$ cat src/rtl/reg_file_swap_engine_if.sv
// Register-file bus: two read ports, one write port, and the swap/copy command handshake.
// Defining REGF_OP_CHECK_EN adds op_err for rejected commands.
interface reg_file_swap_engine_if #(
    parameter int DATA_W = 32,
    parameter int ADDR_W = 5
);
    logic [ADDR_W-1:0] A1;
    logic [ADDR_W-1:0] A2;
    logic [DATA_W-1:0] RD1;
    logic [DATA_W-1:0] RD2;
    logic [ADDR_W-1:0] A3;
    logic [DATA_W-1:0] WD3;
    logic              WE;
    logic              wr_stall;
    logic              op_valid;
    logic              op_ready;
    logic              op_code;
    logic [ADDR_W-1:0] op_a;
    logic [ADDR_W-1:0] op_b;
    logic              busy;
    logic              op_done;
`ifdef REGF_OP_CHECK_EN
    logic              op_err;
`endif

    modport master (
`ifdef REGF_OP_CHECK_EN
        input  op_err,
`endif
        output A1, A2, A3, WD3, WE,
        output op_valid, op_code, op_a, op_b,
        input  RD1, RD2, wr_stall,
        input  op_ready, busy, op_done
    );

    modport slave (
`ifdef REGF_OP_CHECK_EN
        output op_err,
`endif
        input  A1, A2, A3, WD3, WE,
        input  op_valid, op_code, op_a, op_b,
        output RD1, RD2, wr_stall,
        output op_ready, busy, op_done
    );
endinterface

$ cat src/rtl/reg_file_swap_engine.sv
// Parametrised register file with a SWAP/COPY engine sharing the single write port.
// Defining REGF_OP_CHECK_EN rejects same-entry and zero-entry commands with op_err.
module reg_file_swap_engine #(
    parameter int DATA_W   = 32,
    parameter int ADDR_W   = 5,
    parameter int ZERO_REG = 1
) (
    input  logic                  clk,
    input  logic                  rst,
    reg_file_swap_engine_if.slave bus
);
    localparam int DEPTH = 2 ** ADDR_W;
    localparam bit ZR = (ZERO_REG != 0);

    typedef enum logic [2:0] {
        S_IDLE, S_LOAD, S_MOVE, S_STORE, S_COPY, S_DONE
    } state_t;

    state_t state, state_nx;

    logic [DATA_W-1:0] mem [DEPTH];
    logic [DATA_W-1:0] tmp;
    logic [ADDR_W-1:0] a_q, b_q;
    logic [DATA_W-1:0] rd_a, rd_b;
    logic              accept;
    logic              illegal;
    logic              wen;
    logic [ADDR_W-1:0] waddr;
    logic [DATA_W-1:0] wdata;

    assign accept = bus.op_valid & bus.op_ready;

    assign bus.RD1 = (ZR && bus.A1 == '0) ? '0 : mem[bus.A1];
    assign bus.RD2 = (ZR && bus.A2 == '0) ? '0 : mem[bus.A2];
    assign rd_a    = (ZR && a_q == '0) ? '0 : mem[a_q];
    assign rd_b    = (ZR && b_q == '0) ? '0 : mem[b_q];

`ifdef REGF_OP_CHECK_EN
    logic err_q;
    assign illegal = (bus.op_a == bus.op_b) |
                     (ZR & ((bus.op_a == '0) | (bus.op_b == '0)));
`else
    assign illegal = 1'b0;
`endif

    always_ff @(posedge clk or negedge rst) begin
        if (!rst) state <= S_IDLE;
        else      state <= state_nx;
    end

    always_comb begin
        state_nx = state;
        unique case (state)
            S_IDLE: begin
                if (accept) begin
                    if (illegal)          state_nx = S_DONE;
                    else if (bus.op_code) state_nx = S_COPY;
                    else                  state_nx = S_LOAD;
                end
            end
            S_LOAD:  state_nx = S_MOVE;
            S_MOVE:  state_nx = S_STORE;
            S_STORE: state_nx = S_DONE;
            S_COPY:  state_nx = S_DONE;
            S_DONE:  state_nx = S_IDLE;
            default: state_nx = S_IDLE;
        endcase
    end

    always_comb begin
        bus.busy     = (state != S_IDLE);
        bus.wr_stall = (state != S_IDLE);
        bus.op_ready = (state == S_IDLE) & rst;
        bus.op_done  = (state == S_DONE);
`ifdef REGF_OP_CHECK_EN
        bus.op_err   = (state == S_DONE) & err_q;
`endif
    end

    // External port owns the array only in IDLE; otherwise the engine does.
    always_comb begin
        wen   = 1'b0;
        waddr = bus.A3;
        wdata = bus.WD3;
        unique case (state)
            S_IDLE: wen = bus.WE;
            S_MOVE: begin
                wen   = 1'b1;
                waddr = a_q;
                wdata = rd_b;
            end
            S_STORE: begin
                wen   = 1'b1;
                waddr = b_q;
                wdata = tmp;
            end
            S_COPY: begin
                wen   = 1'b1;
                waddr = b_q;
                wdata = rd_a;
            end
            default: wen = 1'b0;
        endcase
        if (ZR && waddr == '0) wen = 1'b0;
    end

    always_ff @(posedge clk or negedge rst) begin
        if (!rst) begin
            for (int i = 0; i < DEPTH; i++) mem[i] <= '0;
        end else if (wen) begin
            mem[waddr] <= wdata;
        end
    end

    always_ff @(posedge clk or negedge rst) begin
        if (!rst) begin
            tmp <= '0;
            a_q <= '0;
            b_q <= '0;
        end else begin
            if (accept) begin
                a_q <= bus.op_a;
                b_q <= bus.op_b;
            end
            if (state == S_LOAD) tmp <= rd_a;
        end
    end

`ifdef REGF_OP_CHECK_EN
    always_ff @(posedge clk or negedge rst) begin
        if (!rst)        err_q <= 1'b0;
        else if (accept) err_q <= illegal;
    end
`endif
endmodule

$ cat src/flat_wrapper.sv
// flat-port wrapper written by rule: the top's interface ports become plain ports
module reg_file_swap_engine_flat 
#(
    parameter int DATA_W   = 32,
    parameter int ADDR_W   = 5,
    parameter int ZERO_REG = 1
)
  (clk, rst, bus_A1, bus_A2, bus_A3, bus_WD3, bus_WE, bus_op_valid, bus_op_code, bus_op_a, bus_op_b, bus_RD1, bus_RD2, bus_wr_stall, bus_op_ready, bus_busy, bus_op_done);
  reg_file_swap_engine_if #(.DATA_W(DATA_W), .ADDR_W(ADDR_W)) bus_i ();
  input  logic clk;
  input  logic rst;
  input wire logic [$bits(bus_i.A1)-1:0] bus_A1;
  input wire logic [$bits(bus_i.A2)-1:0] bus_A2;
  input wire logic [$bits(bus_i.A3)-1:0] bus_A3;
  input wire logic [$bits(bus_i.WD3)-1:0] bus_WD3;
  input wire logic [$bits(bus_i.WE)-1:0] bus_WE;
  input wire logic [$bits(bus_i.op_valid)-1:0] bus_op_valid;
  input wire logic [$bits(bus_i.op_code)-1:0] bus_op_code;
  input wire logic [$bits(bus_i.op_a)-1:0] bus_op_a;
  input wire logic [$bits(bus_i.op_b)-1:0] bus_op_b;
  output wire logic [$bits(bus_i.RD1)-1:0] bus_RD1;
  output wire logic [$bits(bus_i.RD2)-1:0] bus_RD2;
  output wire logic [$bits(bus_i.wr_stall)-1:0] bus_wr_stall;
  output wire logic [$bits(bus_i.op_ready)-1:0] bus_op_ready;
  output wire logic [$bits(bus_i.busy)-1:0] bus_busy;
  output wire logic [$bits(bus_i.op_done)-1:0] bus_op_done;
  assign bus_i.A1 = bus_A1;
  assign bus_i.A2 = bus_A2;
  assign bus_i.A3 = bus_A3;
  assign bus_i.WD3 = bus_WD3;
  assign bus_i.WE = bus_WE;
  assign bus_i.op_valid = bus_op_valid;
  assign bus_i.op_code = bus_op_code;
  assign bus_i.op_a = bus_op_a;
  assign bus_i.op_b = bus_op_b;
  assign bus_RD1 = bus_i.RD1;
  assign bus_RD2 = bus_i.RD2;
  assign bus_wr_stall = bus_i.wr_stall;
  assign bus_op_ready = bus_i.op_ready;
  assign bus_busy = bus_i.busy;
  assign bus_op_done = bus_i.op_done;
  reg_file_swap_engine #(.DATA_W(DATA_W), .ADDR_W(ADDR_W), .ZERO_REG(ZERO_REG)) u_core (.clk(clk), .rst(rst), .bus(bus_i));
endmodule
$ cat config.mk
export PLATFORM = sky130hd
export DESIGN_NAME = reg_file_swap_engine_flat
export DESIGN_NICKNAME = d
export VERILOG_FILES = /design/src/rtl/reg_file_swap_engine_if.sv /design/src/rtl/reg_file_swap_engine.sv /design/src/flat_wrapper.sv
export SDC_FILE = /design/constraint.sdc
export NUM_CORES = 2
export LEC_CHECK = 0
export CORE_MARGIN = 3
export CORE_UTILIZATION = 45
export CTS_CLUSTER_SIZE = 12
export DETAILED_ROUTE_END_ITERATION = 8
export GPL_ROUTABILITY_DRIVEN = 0
export PLACE_DENSITY_LB_ADDON = 0.25
export SYNTH_ARGS = -nofsm -noshare
export SYNTH_HDL_FRONTEND = slang
export SYNTH_SLANG_ARGS = --single-unit
$ cat constraint.sdc
create_clock -name clk -period 7.6 [get_ports clk]
set_input_delay 1.52 -clock clk [delete_from_list [all_inputs] [get_ports clk]]
set_output_delay 1.52 -clock clk [all_outputs]
set_load 0.005 [all_outputs]
Word level (Yosys, flattened, before mapping) --
Index checks and enable logic that the tools add are counted.
Storage, ports and cells: bits in read-only memories 0, memories kept 0, input port bits 62, register bits after elaboration 1069, latch bits 0, RAM bits 0
Cells by class: order comparisons 6, bitwise logic cells 7, add/subtract/negate cells 0, eq/ne operators 6, div/mod/pow operators 0, reduce and logical (&&, ||, !) cells 10, shift operators 0, multiply operators 0, multiplexer cells 26
Operator list (count):
- 1024-bit bitwise mux | 1
- 32-bit binary-select mux with 5-bit select | 4
- 32-bit 2-to-1 mux | 13
- 32-bit demux with 5-bit select | 1
- 32-bit one-hot mux with 3 select lines | 1
- 6-bit greater-or-equal comparator (second input constant) | 5
- 5-bit NOT with 6-bit output | 5
- 5-bit logical NOT | 5
- 3-bit one-hot mux with 4 select lines | 1
- 5-bit one-hot mux with 2 select lines | 1
- 3-bit by 2-bit == test with 1-bit output (second input constant) | 2
- 3-bit == test (second input constant) | 2
- 6-bit by 1-bit less-than comparator with 1-bit output (second input constant) | 1
- 3-bit 2-to-1 mux | 2
- 3-bit by 1-bit == test with 1-bit output (second input constant) | 1
- 3-bit logical NOT | 1
- 3-bit nonzero test | 1
- 3-bit OR reduction | 1
- 1-bit AND | 2
- 2-bit by 1-bit != test with 1-bit output (second input constant) | 1
- 1-bit one-hot mux with 2 select lines | 1
- 2-bit OR reduction | 1
- 1-bit logical AND | 1
- 1-bit 2-to-1 mux | 1

Longest topological paths before layout --
depth in word-level cells 9, mapped depth 14

Least setup slack after synthesis --
No wires, ideal clock.
path kind input port to output port, start in bus_A1[0], end out bus_RD1[10], stages on the path 7, setup slack 2390 ps, path buffers 3, arrival time 3690 ps, path through clkbuf_1 buf_2 buf_1 mux4_2 mux4_2 mux2i_1 nor2_1
On the way: cells in the longest elaborated chain, start to end 5, elaborated cells between the ends (all ways) 6, those cells by class mux (4); bitwise (1); reduce/logical (1)
Ends and longest elaborated chain:
- start, declared | line flat_wrapper.sv:12 | input wire logic [$bits(bus_i.A1)-1:0] bus_A1;
- 5-bit NOT with 6-bit output (implied by the code) | line reg_file_swap_engine.sv:33 | assign bus.RD1 = (ZR && bus.A1 == '0) ? '0 : mem[bus.A1];
- 32-bit binary-select mux with 5-bit select | line reg_file_swap_engine.sv:33
- 32-bit 2-to-1 mux (implied by the code) (2 in a row) | line reg_file_swap_engine.sv:33
- 32-bit 2-to-1 mux (*) | line reg_file_swap_engine.sv:33
- end, declared | line flat_wrapper.sv:21 | output wire logic [$bits(bus_i.RD1)-1:0] bus_RD1;
Mark *: on every way between the ends. The rest lies on a longest branch, timed or not. The select of a mux whose other input is x is not followed.

Worst setup path after layout --
start in bus_A2[1], end out bus_RD2[28]
On the way: cells in the longest elaborated chain, start to end 5, elaborated cells between the ends (all ways) 6, those cells by class mux (4); bitwise (1); reduce/logical (1)
Ends and longest elaborated chain:
- start, declared | line flat_wrapper.sv:13 | input wire logic [$bits(bus_i.A2)-1:0] bus_A2;
- 5-bit NOT with 6-bit output (implied by the code) | line reg_file_swap_engine.sv:34 | assign bus.RD2 = (ZR && bus.A2 == '0) ? '0 : mem[bus.A2];
- 32-bit binary-select mux with 5-bit select | line reg_file_swap_engine.sv:34
- 32-bit 2-to-1 mux (implied by the code) (2 in a row) | line reg_file_swap_engine.sv:34
- 32-bit 2-to-1 mux (*) | line reg_file_swap_engine.sv:34
- end, declared | line flat_wrapper.sv:22 | output wire logic [$bits(bus_i.RD2)-1:0] bus_RD2;
Marks and branches as above.

==> impl_metrics.env <==
export IMPL_rsz0062_at_grt="no"
export IMPL_drive_above_1_share=0.433
export IMPL_grt_max_degree=170
export IMPL_slew_headroom=0.0378
export IMPL_ir_drop_v=0.000407
export IMPL_power_density_mw_per_mm2=466
export IMPL_cts_resized=0
export IMPL_cp_startpoint="bus_A2[1]"
export IMPL_clock_sinks=1069
export IMPL_rr_worst_depth=7
export IMPL_cpPeakStageDelay_ns=0.66
export IMPL_antenna_left=0
export IMPL_timing_final_crit_period_ns=6.55
export IMPL_seqPwrFrac=0.290
export IMPL_grt_usage=0.340
export IMPL_required_ns=6.08
export IMPL_cts_max_level=3
export IMPL_routed_wl_mm=290
export IMPL_period_share=0.861
export IMPL_finalNetCount=5185
export IMPL_crit_top_cell="mux4_2"
export IMPL_drc=0
export IMPL_synth_most_common_cell="mux4_2"
export IMPL_synth_nets=5443
export IMPL_synth_yosys_seq_area_share=0.362
export IMPL_final_setup_viol_count=0
export IMPL_post_dp_hpwl_mm=164
export IMPL_hold_violations=0
export IMPL_cp_start_kind="input port"
export IMPL_synthCells=5381
export IMPL_grt_pass1_wl_mm=414
export IMPL_die_area_mm2=0.169
export IMPL_cap_viol_max_count=0
export IMPL_io_pins=130
export IMPL_clk_latency_ns=0.80
export IMPL_post_cts_buffers=0
export IMPL_portBuffers=129
export IMPL_hold_ws_ns=0.437
export IMPL_switching_power_w=0.0169
export IMPL_maxSlewViolCount=0
export IMPL_synth_cell_types=60
export IMPL_worst_pin_slew_ns=1.44
export IMPL_hold_depth=0
export IMPL_vias=56700
export IMPL_ys_ff_latch=1069
export IMPL_async_flop_share=1.00
export IMPL_combPwrFrac=0.545
export IMPL_synth_area_per_cell_um2=13.7
export IMPL_core_mm2=0.163
export IMPL_avgViaCountPerCell=7.66
export IMPL_antenna_found_initial=7
export IMPL_leakage_nw=32.1
export IMPL_path_cells="buf_8 > buf_4 > mux4_2 > mux4_2 > mux2i_1 > nor2_1 > clkdlybuf4s50_1"
export IMPL_yosysTopAreaCellShare=0.362
export IMPL_skew_ns=0.0567
export IMPL_overflow=0
export IMPL_die_w_um=411
export IMPL_crit_arrival_ns=5.03
export IMPL_yosys_top_cells_count="mux4_2, dfrtp_1, mux2_2"
export IMPL_synth_edff_count=0
export IMPL_holdBufCountCts=0
export IMPL_clkTransAtPathRegs_ns=0.06
export IMPL_cts_root_buf="clkbuf_16"
export IMPL_cts_tree="done"
export IMPL_crit_type="in2out"
export IMPL_synth_main_ff_cell="dfrtp_1"
export IMPL_hold_path_class="reg2reg"
export IMPL_syn_area_mm2=0.0739
export IMPL_crit_path_end_kind="primary output"
export IMPL_p_int_w=0.0211
export IMPL_path_max_fanout=82
export IMPL_clkPwrFrac=0.165
export IMPL_core_rowCount=148
export IMPL_setup_tns_ns=0
export IMPL_rr_startpoint="u_core.state[2]"
export IMPL_cts_buffers=120
export IMPL_drt_iter0_drc=8288
export IMPL_synth_warnings=0
export IMPL_dr_pass1_iters=8
export IMPL_fp_dieH_um=411
export IMPL_max_freq_ghz=0.153
export IMPL_initial_utilization=0.454
export IMPL_grt_pass1_vias=56100
export IMPL_area_delta_synth_final_pct=10.3
export IMPL_status="finished clean"
export IMPL_p_sw_frac=0.444
export IMPL_wl_per_cell_um=39.2
export IMPL_synth_largest_area_cell="dfrtp_1"
export IMPL_critical_path_slowest_cell="mux2i_1"
export IMPL_min_from="u_core.mem[1014]"
export IMPL_synth_area_top_cells="dfrtp_1, mux4_2, mux2_2"
export IMPL_clk_path_buf_depth=3
-- metrics by stage --
| stage | total power [W] | util | worst slack (ns) | std cells | area (µm²) |
|---|---|---|---|---|---|
| 2_1_floorplan | 0.0241 | - | 2.39 | 5381 | 73900 |
| 3_3_place_gp | 0.0306 | 0.475 | 1.22 | 7176 | 77300 |
| 3_5_place_dp | 0.0311 | 0.475 | 1.18 | 7176 | 77300 |
| 4_1_cts | 0.0373 | 0.500 | 1.19 | 7395 | 81500 |
| 5_1_grt | 0.0394 | 0.500 | 1.06 | 7395 | 81500 |
| 6_report | 0.0380 | 0.500 | 1.05 | 7406 | 81600 |
-- layout make-up --
| class | count | area [µm²] |
|---|---|---|
| sequential | 1069 | 26800 |
| timing repair buffer | 335 | 3180 |
| antenna | 11 | 27.5 |
| tap | 2175 | 2720 |
| fill | 13800 | 81400 |
| multi-input combinational | 3589 | 44600 |
| clock inverter | 51 | 721 |
| clock buffer | 168 | 3480 |
| inverter | 8 | 32.5 |
-- final timing paths --
| path | endpoint | slack (ns) |
|---|---|---|
| worst max register to register | u_core.mem[822] | 1.82 |
| max in group asynchronous | u_core.mem[701] | 4.07 |
| min in group asynchronous | u_core.mem[75] | 0.67 |
| worst min-delay path | u_core.mem[1014] | 0.44 |
| worst min register to register | u_core.mem[1014] | 0.44 |
| worst max-delay path | bus_RD2[28] | 1.05 |
-- power by group through the flow --
stage | Clock, W | Sequential, W | Combinational, W
2_1_floorplan | 0 | 0.00980 | 0.0143
3_3_place_gp | 0 | 0.0107 | 0.0199
3_5_place_dp | 0 | 0.0109 | 0.0201
4_1_cts | 0.00632 | 0.0108 | 0.0202
5_1_grt | 0.00656 | 0.0113 | 0.0215
6_report | 0.00628 | 0.0110 | 0.0207
-- sequential cells by signal, indices dropped and copies added (netlist names) --
name	cells
u_core.a_q	5
u_core.b_q	5
u_core.mem	1024
u_core.state	3
u_core.tmp	32
-- routing by layer --
metal / wire, µm / GRT usage / part of all wire
met1: 104000 / 0.438 / 0.36
met2: 127000 / 0.488 / 0.44
met3: 41100 / 0.136 / 0.14
met4: 18500 / 0.193 / 0.064
met5: 44 / 0.00115 / 0.00015
-- logic make-up after synthesis --
kind of cell | synth area share
simple gates | 0.0304
buf+inv | 0.0419
flops | 0.362
mux | 0.470
compound gates | 0.0960
xor+xnor | 0.000118
-- critical path, delay by kind of cell --
family,cells,cell delay (ns)
AND/OR/NAND/NOR,1,0.16
multiplexers,3,1.55
buffers and inverters,3,1.61
-- cells in the final DEF (no fill, tap or decap), types with 109 or more instances in the layout --
cell type and count:
buf_4 184, mux2i_1 314, dfrtp_1 1062, clkdlybuf4s50_1 118, nor2_1 113, nand2_1 109
mux2_2 649, o31ai_1 347, mux4_2 1074, o21ai_0 357, clkbuf_16 122
No activity file was read; power rests on OpenSTA's default activity.
